===== config.mk =====
export PLATFORM = sky130hd
export DESIGN_NAME = core_memory_arbiter
export DESIGN_NICKNAME = d
export VERILOG_FILES = /design/src/rtl/mem_arb_pkg.sv /design/src/rtl/core_memory_arbiter_rr_pick.sv /design/src/rtl/core_memory_arbiter.sv
export SDC_FILE = /design/constraint.sdc
export NUM_CORES = 1
export LEC_CHECK = 0
export CAP_MARGIN = 20
export CELL_PAD_IN_SITES_DETAIL_PLACEMENT = 1
export CELL_PAD_IN_SITES_GLOBAL_PLACEMENT = 1
export CORE_MARGIN = 5
export CORE_UTILIZATION = 25
export CTS_CLUSTER_SIZE = 14
export DETAILED_ROUTE_END_ITERATION = 12
export PLACE_DENSITY_LB_ADDON = 0.1
export SLEW_MARGIN = 30
export SYNTH_ARGS = -nofsm -noshare
export SYNTH_HDL_FRONTEND = slang
export SYNTH_SLANG_ARGS = --single-unit

===== constraint.sdc =====
create_clock -name clk -period 5.5 [get_ports clk]
set_input_delay 0.825 -clock clk [delete_from_list [all_inputs] [get_ports clk]]
set_output_delay 0.825 -clock clk [all_outputs]
set_load 0.05 [all_outputs]

===== src/rtl/mem_arb_pkg.sv =====
// Shared types and constants for the core memory arbiter.
package mem_arb_pkg;

    typedef enum logic [1:0] {
        IDLE      = 2'd0,
        ISSUE     = 2'd1,
        WAIT_RESP = 2'd2,
        RESP      = 2'd3
    } arb_state_t;

    localparam int unsigned ARB_RR    = 0;
    localparam int unsigned ARB_FIXED = 1;

    localparam int unsigned PHYS_ADDR_W = 21;
    typedef logic [PHYS_ADDR_W-1:0] phys_memory_address_t;

endpackage


===== src/rtl/core_memory_arbiter_rr_pick.sv =====
// Combinational requester picker: round-robin from base+1, or fixed lowest-index priority.
module rr_pick
    import mem_arb_pkg::*;
#(
    parameter int unsigned N    = 2,
    parameter int unsigned MODE = ARB_RR,
    localparam int unsigned IW  = (N > 1) ? $clog2(N) : 1
) (
    input  logic [N-1:0]  req_i,
    input  logic [IW-1:0] base_i,
    output logic [N-1:0]  gnt_o,
    output logic [IW-1:0] idx_o,
    output logic          any_o
);

    logic [2*N-1:0] dbl;
    logic [N-1:0]   rot;
    int unsigned    start;
    int unsigned    hit;
    logic           found;

    // Rotate the request vector so the search always starts at bit 0.
    always_comb begin
        start = (MODE == ARB_FIXED) ? 32'd0 : ((32'(base_i) + 32'd1) % N);
        dbl   = {req_i, req_i};
        rot   = N'(dbl >> start);
        hit   = 32'd0;
        found = 1'b0;
        for (int unsigned i = 0; i < N; i++) begin
            if (!found && rot[i]) begin
                found = 1'b1;
                hit   = i;
            end
        end
        any_o = found;
        idx_o = IW'((start + hit) % N);
        gnt_o = found ? (N'(1) << idx_o) : '0;
    end

endmodule


===== src/rtl/core_memory_arbiter.sv =====
// N-port arbiter onto one shared memory bus: one transaction in flight,
// per-owner response routing and a response-timeout watchdog.
module core_memory_arbiter
    import mem_arb_pkg::*;
#(
    parameter int unsigned NUM_PORTS      = 2,
    parameter int unsigned ADDR_W         = PHYS_ADDR_W,
    parameter int unsigned DATA_W         = 64,
    parameter int unsigned ARB_MODE       = ARB_RR,
    parameter int unsigned TIMEOUT_CYCLES = 256
) (
    input  logic                                          clk,
    input  logic                                          reset,
    input  logic [NUM_PORTS-1:0]                          req_valid,
    output logic [NUM_PORTS-1:0]                          req_ready,
    input  logic [NUM_PORTS-1:0]                          req_write,
    input  logic [NUM_PORTS*ADDR_W-1:0]                   req_addr,
    input  logic [NUM_PORTS*DATA_W-1:0]                   req_wdata,
    output logic [NUM_PORTS-1:0]                          rsp_valid,
    output logic [DATA_W-1:0]                             rsp_rdata,
    output logic                                          mem_req_valid,
    input  logic                                          mem_req_ready,
    output logic                                          mem_req_write,
    output logic [ADDR_W-1:0]                             mem_req_addr,
    output logic [DATA_W-1:0]                             mem_req_wdata,
    input  logic                                          mem_rsp_valid,
    input  logic [DATA_W-1:0]                             mem_rsp_rdata,
    output logic [((NUM_PORTS > 1) ? $clog2(NUM_PORTS) : 1)-1:0] grant_id,
    output logic                                          timeout_err
);

    localparam int unsigned IW = (NUM_PORTS > 1) ? $clog2(NUM_PORTS) : 1;
    localparam int unsigned CW = (TIMEOUT_CYCLES > 0) ? $clog2(TIMEOUT_CYCLES + 1) : 1;

    arb_state_t           state_q, state_d;
    logic [IW-1:0]        owner_q, owner_d;
    logic [IW-1:0]        rr_ptr_q, rr_ptr_d;
    logic                 write_q, write_d;
    logic [ADDR_W-1:0]    addr_q, addr_d;
    logic [DATA_W-1:0]    wdata_q, wdata_d;
    logic                 mem_req_valid_q, mem_req_valid_d;
    logic [NUM_PORTS-1:0] rsp_valid_q, rsp_valid_d;
    logic [DATA_W-1:0]    rsp_rdata_q, rsp_rdata_d;
    logic [CW-1:0]        wd_cnt_q, wd_cnt_d;
    logic                 timeout_q, timeout_d;

    logic [NUM_PORTS-1:0] pick_gnt;
    logic [IW-1:0]        pick_idx;
    logic                 pick_any;
    logic                 sel_write;
    logic [ADDR_W-1:0]    sel_addr;
    logic [DATA_W-1:0]    sel_wdata;
    logic [NUM_PORTS-1:0] owner_oh;
    logic                 wd_expired;

    rr_pick #(
        .N    (NUM_PORTS),
        .MODE (ARB_MODE)
    ) u_pick (
        .req_i  (req_valid),
        .base_i (rr_ptr_q),
        .gnt_o  (pick_gnt),
        .idx_o  (pick_idx),
        .any_o  (pick_any)
    );

    // Payload mux of the winning port, driven by the one-hot grant.
    always_comb begin
        sel_write = 1'b0;
        sel_addr  = '0;
        sel_wdata = '0;
        for (int unsigned i = 0; i < NUM_PORTS; i++) begin
            if (pick_gnt[i]) begin
                sel_write = req_write[i];
                sel_addr  = req_addr[i*ADDR_W +: ADDR_W];
                sel_wdata = req_wdata[i*DATA_W +: DATA_W];
            end
        end
    end

    // Ready is gated by reset so the bus looks idle while reset is held.
    assign req_ready  = (state_q == IDLE && !reset) ? pick_gnt : '0;
    assign owner_oh   = NUM_PORTS'(1) << owner_q;
    assign wd_expired = (TIMEOUT_CYCLES != 0) && ((32'(wd_cnt_q) + 32'd1) == TIMEOUT_CYCLES);

    always_comb begin
        state_d         = state_q;
        owner_d         = owner_q;
        rr_ptr_d        = rr_ptr_q;
        write_d         = write_q;
        addr_d          = addr_q;
        wdata_d         = wdata_q;
        mem_req_valid_d = mem_req_valid_q;
        rsp_valid_d     = '0;
        rsp_rdata_d     = rsp_rdata_q;
        wd_cnt_d        = wd_cnt_q;
        timeout_d       = timeout_q;

        case (state_q)
            IDLE: begin
                if (pick_any) begin
                    state_d         = ISSUE;
                    owner_d         = pick_idx;
                    rr_ptr_d        = pick_idx;
                    write_d         = sel_write;
                    addr_d          = sel_addr;
                    wdata_d         = sel_wdata;
                    mem_req_valid_d = 1'b1;
                end
            end
            ISSUE: begin
                if (mem_req_ready) begin
                    mem_req_valid_d = 1'b0;
                    if (write_q) begin
                        state_d     = RESP;
                        rsp_valid_d = owner_oh;
                        rsp_rdata_d = '0;
                    end else if (mem_rsp_valid) begin
                        state_d     = RESP;
                        rsp_valid_d = owner_oh;
                        rsp_rdata_d = mem_rsp_rdata;
                    end else begin
                        state_d  = WAIT_RESP;
                        wd_cnt_d = '0;
                    end
                end
            end
            WAIT_RESP: begin
                if (mem_rsp_valid) begin
                    state_d     = RESP;
                    rsp_valid_d = owner_oh;
                    rsp_rdata_d = mem_rsp_rdata;
                end else if (wd_expired) begin
                    state_d     = RESP;
                    rsp_valid_d = owner_oh;
                    rsp_rdata_d = '1;
                    timeout_d   = 1'b1;
                end else begin
                    wd_cnt_d = wd_cnt_q + CW'(1);
                end
            end
            RESP: begin
                state_d = IDLE;
            end
            default: begin
                state_d = IDLE;
            end
        endcase
    end

    always_ff @(posedge clk or posedge reset) begin
        if (reset) begin
            state_q         <= IDLE;
            owner_q         <= '0;
            rr_ptr_q        <= IW'(NUM_PORTS - 1);
            write_q         <= 1'b0;
            addr_q          <= '0;
            wdata_q         <= '0;
            mem_req_valid_q <= 1'b0;
            rsp_valid_q     <= '0;
            rsp_rdata_q     <= '0;
            wd_cnt_q        <= '0;
            timeout_q       <= 1'b0;
        end else begin
            state_q         <= state_d;
            owner_q         <= owner_d;
            rr_ptr_q        <= rr_ptr_d;
            write_q         <= write_d;
            addr_q          <= addr_d;
            wdata_q         <= wdata_d;
            mem_req_valid_q <= mem_req_valid_d;
            rsp_valid_q     <= rsp_valid_d;
            rsp_rdata_q     <= rsp_rdata_d;
            wd_cnt_q        <= wd_cnt_d;
            timeout_q       <= timeout_d;
        end
    end

    assign mem_req_valid = mem_req_valid_q;
    assign mem_req_write = write_q;
    assign mem_req_addr  = addr_q;
    assign mem_req_wdata = wdata_q;
    assign rsp_valid     = rsp_valid_q;
    assign rsp_rdata     = rsp_rdata_q;
    assign grant_id      = owner_q;
    assign timeout_err   = timeout_q;

endmodule


==> results by stage <==
Logic synthesis:
- The sequential cell area fraction in the yosys report is 56.3%.
- The average footprint of a synthesized cell is 10.2 µm².
- The flop and latch count out of synthesis is 167.
- The most instantiated library cell after synthesis is sky130_fd_sc_hd__dfrtp_1.
- In this run, synthesis inferred 0 flip-flops with an integrated enable.
- The number of warnings printed during yosys synthesis is 0.
- The biggest area contributor in the post-synthesis netlist is sky130_fd_sc_hd__dfrtp_1.
- The share of async-settable or async-resettable flops after synthesis is 100%.
- The number of distinct library cell variants in the gate-level netlist after synthesis is 55.
- Sorting the synthesized cells by how often they occur yields sky130_fd_sc_hd__dfrtp_1, sky130_fd_sc_hd__nand2_1, sky130_fd_sc_hd__o21ai_0.
- Ranked by total cell area, the synthesized netlist is headed by sky130_fd_sc_hd__dfrtp_1, sky130_fd_sc_hd__a22oi_1, sky130_fd_sc_hd__nand2_1, sky130_fd_sc_hd__a2bb2oi_1, sky130_fd_sc_hd__o21ai_0.
- The number of nets in the synthesized netlist is 972.
- The cell count after synthesis is 725.
- The prevailing post-synth register cell is sky130_fd_sc_hd__dfrtp_1.
- The mapped netlist covers 7430 µm².
- The portion of synthesized cell area occupied by the leading cell type is 55.9%.

Critical path:
- The worst setup path is of the in2out kind.
- Among all stages on the critical path, the largest delay is contributed by sky130_fd_sc_hd__clkdlybuf4s50_1.
- Of all nets on the critical path, the largest fanout is 18.
- STA classifies the critical path endpoint as an output port.
- The signal on the critical path passes through clkdlybuf4s50_1, a21boi_4, and3_1, clkdlybuf4s50_1.
- The arrival time reported for the critical path endpoint is 3.10 ns.
- The data required time at the worst endpoint is 4.68 ns.
- The worst reg-to-reg setup slack is 2.69 ns.
- The cell repeated most along the worst path is sky130_fd_sc_hd__clkdlybuf4s50_1.
- STA classifies the critical path startpoint as a primary input.
- The biggest cell delay along the critical path is 0.80 ns.

Drt:
- In the routed layout, each cell is associated on average with a via count of 4.70.
- The wire length after detailed routing is 30,100 µm.
- In this run, the number of DRC markers left after iteration 0 of detailed routing was 370.
- Dividing the detail-routed wire length by the instance count gives 20.2 µm.
- In this run the remaining antenna-violating nets after routing total 0.
- The routed layout has 7,014 vias.
- The count of TritonRoute iterations in the first routing pass is 4.
- After detailed routing, the number of remaining DRC violations is 0.

Timing:
- The clock skew after layout is 0.0120 ns.
- The slew of the pin with the lowest slew margin is 0.803 ns.
- Subtracting the final worst setup slack from the clock period gives 3.93 ns.
- Timing would allow up to 0.254 GHz.
- The total negative setup slack is 0 ns.
- The final-report setup violation count is 0.
- The number of pins exceeding their max-slew limit in the final report is 0.
- Setup slack on the critical path of the routed design comes to 1.57 ns.
- The post-route clock period utilization is 71.4%.
- The count of final hold-check violations is 0.
- The worst slew margin relative to its limit is 46.4%.
- Setup repair after global routing left no endpoint under its margin.

Global route:
- The via count of the first global-routing pass is 7,470.
- Entering global routing, the biggest net connects 127 pins.
- The total congestion overflow is 0.
- The number of antenna violations at the first check in global routing came to 2.
- Global routing used 17.6% of the available tracks.
- The global-route wire length before repair is 45,800 µm.

Clock network:
- The clock sink count is 167.
- The clock insertion delay at the later pin of the skew report is 0.42 ns.
- Clock-pin slew was measured on the worst setup and hold paths at 0.06 ns.
- In this run, post-CTS repair resized a total of 0 instances.
- The maximum root-to-sink buffer count is 2.
- The post-cts hold buffer count is 0.
- The number of clock buffers added by TritonCTS is 17.
- The H-tree was split into 4 levels.
- The clock tree root driver cell is sky130_fd_sc_hd__clkbuf_16.
- The TritonCTS clock tree is yes.
- The buffer count from post-CTS setup fixing is 0.

Placement:
- Summed over all nets, the half-perimeter wirelength after detailed placement is 22,200 µm.
- At the placement stage, the worst setup path has a slack of 1.58 ns.
- Buffers placed on the I/O ports in this run total 398.
- Routability-driven placement finished with a final weighted congestion of 0.744.

Power and ir drop:
- The maximum vdd ir drop is 0.226 mV.
- Summing internal, switching and leakage power gives 7.92 mW.
- The static leakage is 5.13 nW.
- For this design the ratio of total power to cell area is 639 nW/µm².

Floorplanning:
- The die outline area is 33,300 µm².
- The chip width is 182 µm.
- For this configuration, the core starts out at a cell density of 25.2%.
- The area of the core region is 29,500 µm².
- 399 I/O pins were placed.
- The floorplan has 63 rows.
- The die is 182 µm tall.

Hold path:
- The class of the most critical hold timing path is reg2reg.

Job:
- The max-capacitance violation count is 0.

Finish:
- The net count of the finished layout is 1,337.
- The area overhead of the layout relative to synthesis is 66.9%.
- The fraction of layout cells with a size suffix above 1 is 5.44%.

Status:
- The flow ran to the end, and the final reports show no timing, DRC or antenna violations.
-- through the flow --
| step | area, µm² | util [%] | hold slack, ns | cells |
|---|---|---|---|---|
| 3_3_place_gp | 11800 | 39.9 | 0.460 | 1459 |
| 2_1_floorplan | 7430 | - | 0.489 | 725 |
| 5_1_grt | 12400 | 42.1 | 0.499 | 1493 |
| 3_5_place_dp | 11800 | 40.0 | 0.472 | 1461 |
| 6_report | 12400 | 42.1 | 0.481 | 1493 |
| 4_1_cts | 12400 | 42.1 | 0.486 | 1492 |
-- area by class of cell --
cell class                      instances  area, µm²
Sequential cell                       167       4180
Antenna cell                            1       2.50
Tap cell                              390        488
Multi-Input combinational cell        487       2980
Inverter                                9       37.5
Timing Repair Buffer                  408       4120
Clock buffer                           19        433
Fill cell                            3245      17100
Clock inverter                         12        168
-- critical path, delay by kind of cell --
family	cells	cell delay, ns
AO/OA/AOI/OAI	1	0.58
buffers and inverters	2	1.45
AND/OR/NAND/NOR	1	0.23
-- power breakdown --
group,switching [mW],internal [mW],total [mW]
registers,0.308,1.76,2.07
clock network,0.545,0.723,1.27
logic,2.98,1.61,4.59
-- final timing paths --
check                             startpoint                 to  cells after the start
max                             req_valid[0]       req_ready[0]                      4
min                        mem_req_wdata[56]  mem_req_wdata[56]                      2
max reg2reg                      wd_cnt_q[0]      rsp_rdata[44]                      8
min reg2reg                mem_req_wdata[56]  mem_req_wdata[56]                      2
max in group asynchronous              reset   mem_req_addr[11]                      3
min in group asynchronous              reset  mem_req_wdata[30]                      2
-- cell usage in the layout, fill, tap and decap left out, drive strengths merged, types with 2 or more instances in the layout --
master and instances:
o211ai 4, clkinvlp 4, nand2 163, a2bb2oi 63
nand2b 5, clkbuf 19, and3 3, a21boi 4
or3 5, o22ai 2, clkdlybuf4s50 398, or4 2
ha 5, a22oi 87, mux2 2, nor3 3
a21oi 9, nand3 7, inv 12, a22o 2
bufinv 3, dfrtp 166, o21ai 94, buf 10
clkinv 2, nor2 7
-- metal layers --
| metal | routed length, µm | share of wire, % | global-route usage [%] |
|---|---|---|---|
| met5 | 11 | 0.037 | 0 |
| met4 | 439 | 1.5 | 4.11 |
| met3 | 2520 | 8.4 | 6.10 |
| met2 | 14500 | 48 | 29.3 |
| met1 | 12700 | 42 | 22.0 |
-- logic make-up after synthesis --
| family | Yosys count | synth area share, % |
|---|---|---|
| AOI/OAI and AO/OA | 279 | 26.8 |
| muxes | 2 | 0.303 |
| DFF | 167 | 56.3 |
| adders and majority gates | 5 | 0.842 |
| buffers and inverters | 71 | 4.33 |
| and+or+nand+nor | 201 | 11.5 |
-- sequential cells by signal, indices dropped and copies added (netlist names) --
name,flops
wd_cnt_q,9
mem_req_valid,1
rr_ptr_q,1
timeout_err,1
rsp_valid,2
mem_req_write,1
state_q,2
grant_id,1
rsp_rdata,64
mem_req_addr,21
mem_req_wdata,64
(Power assumes the default switching activity.)
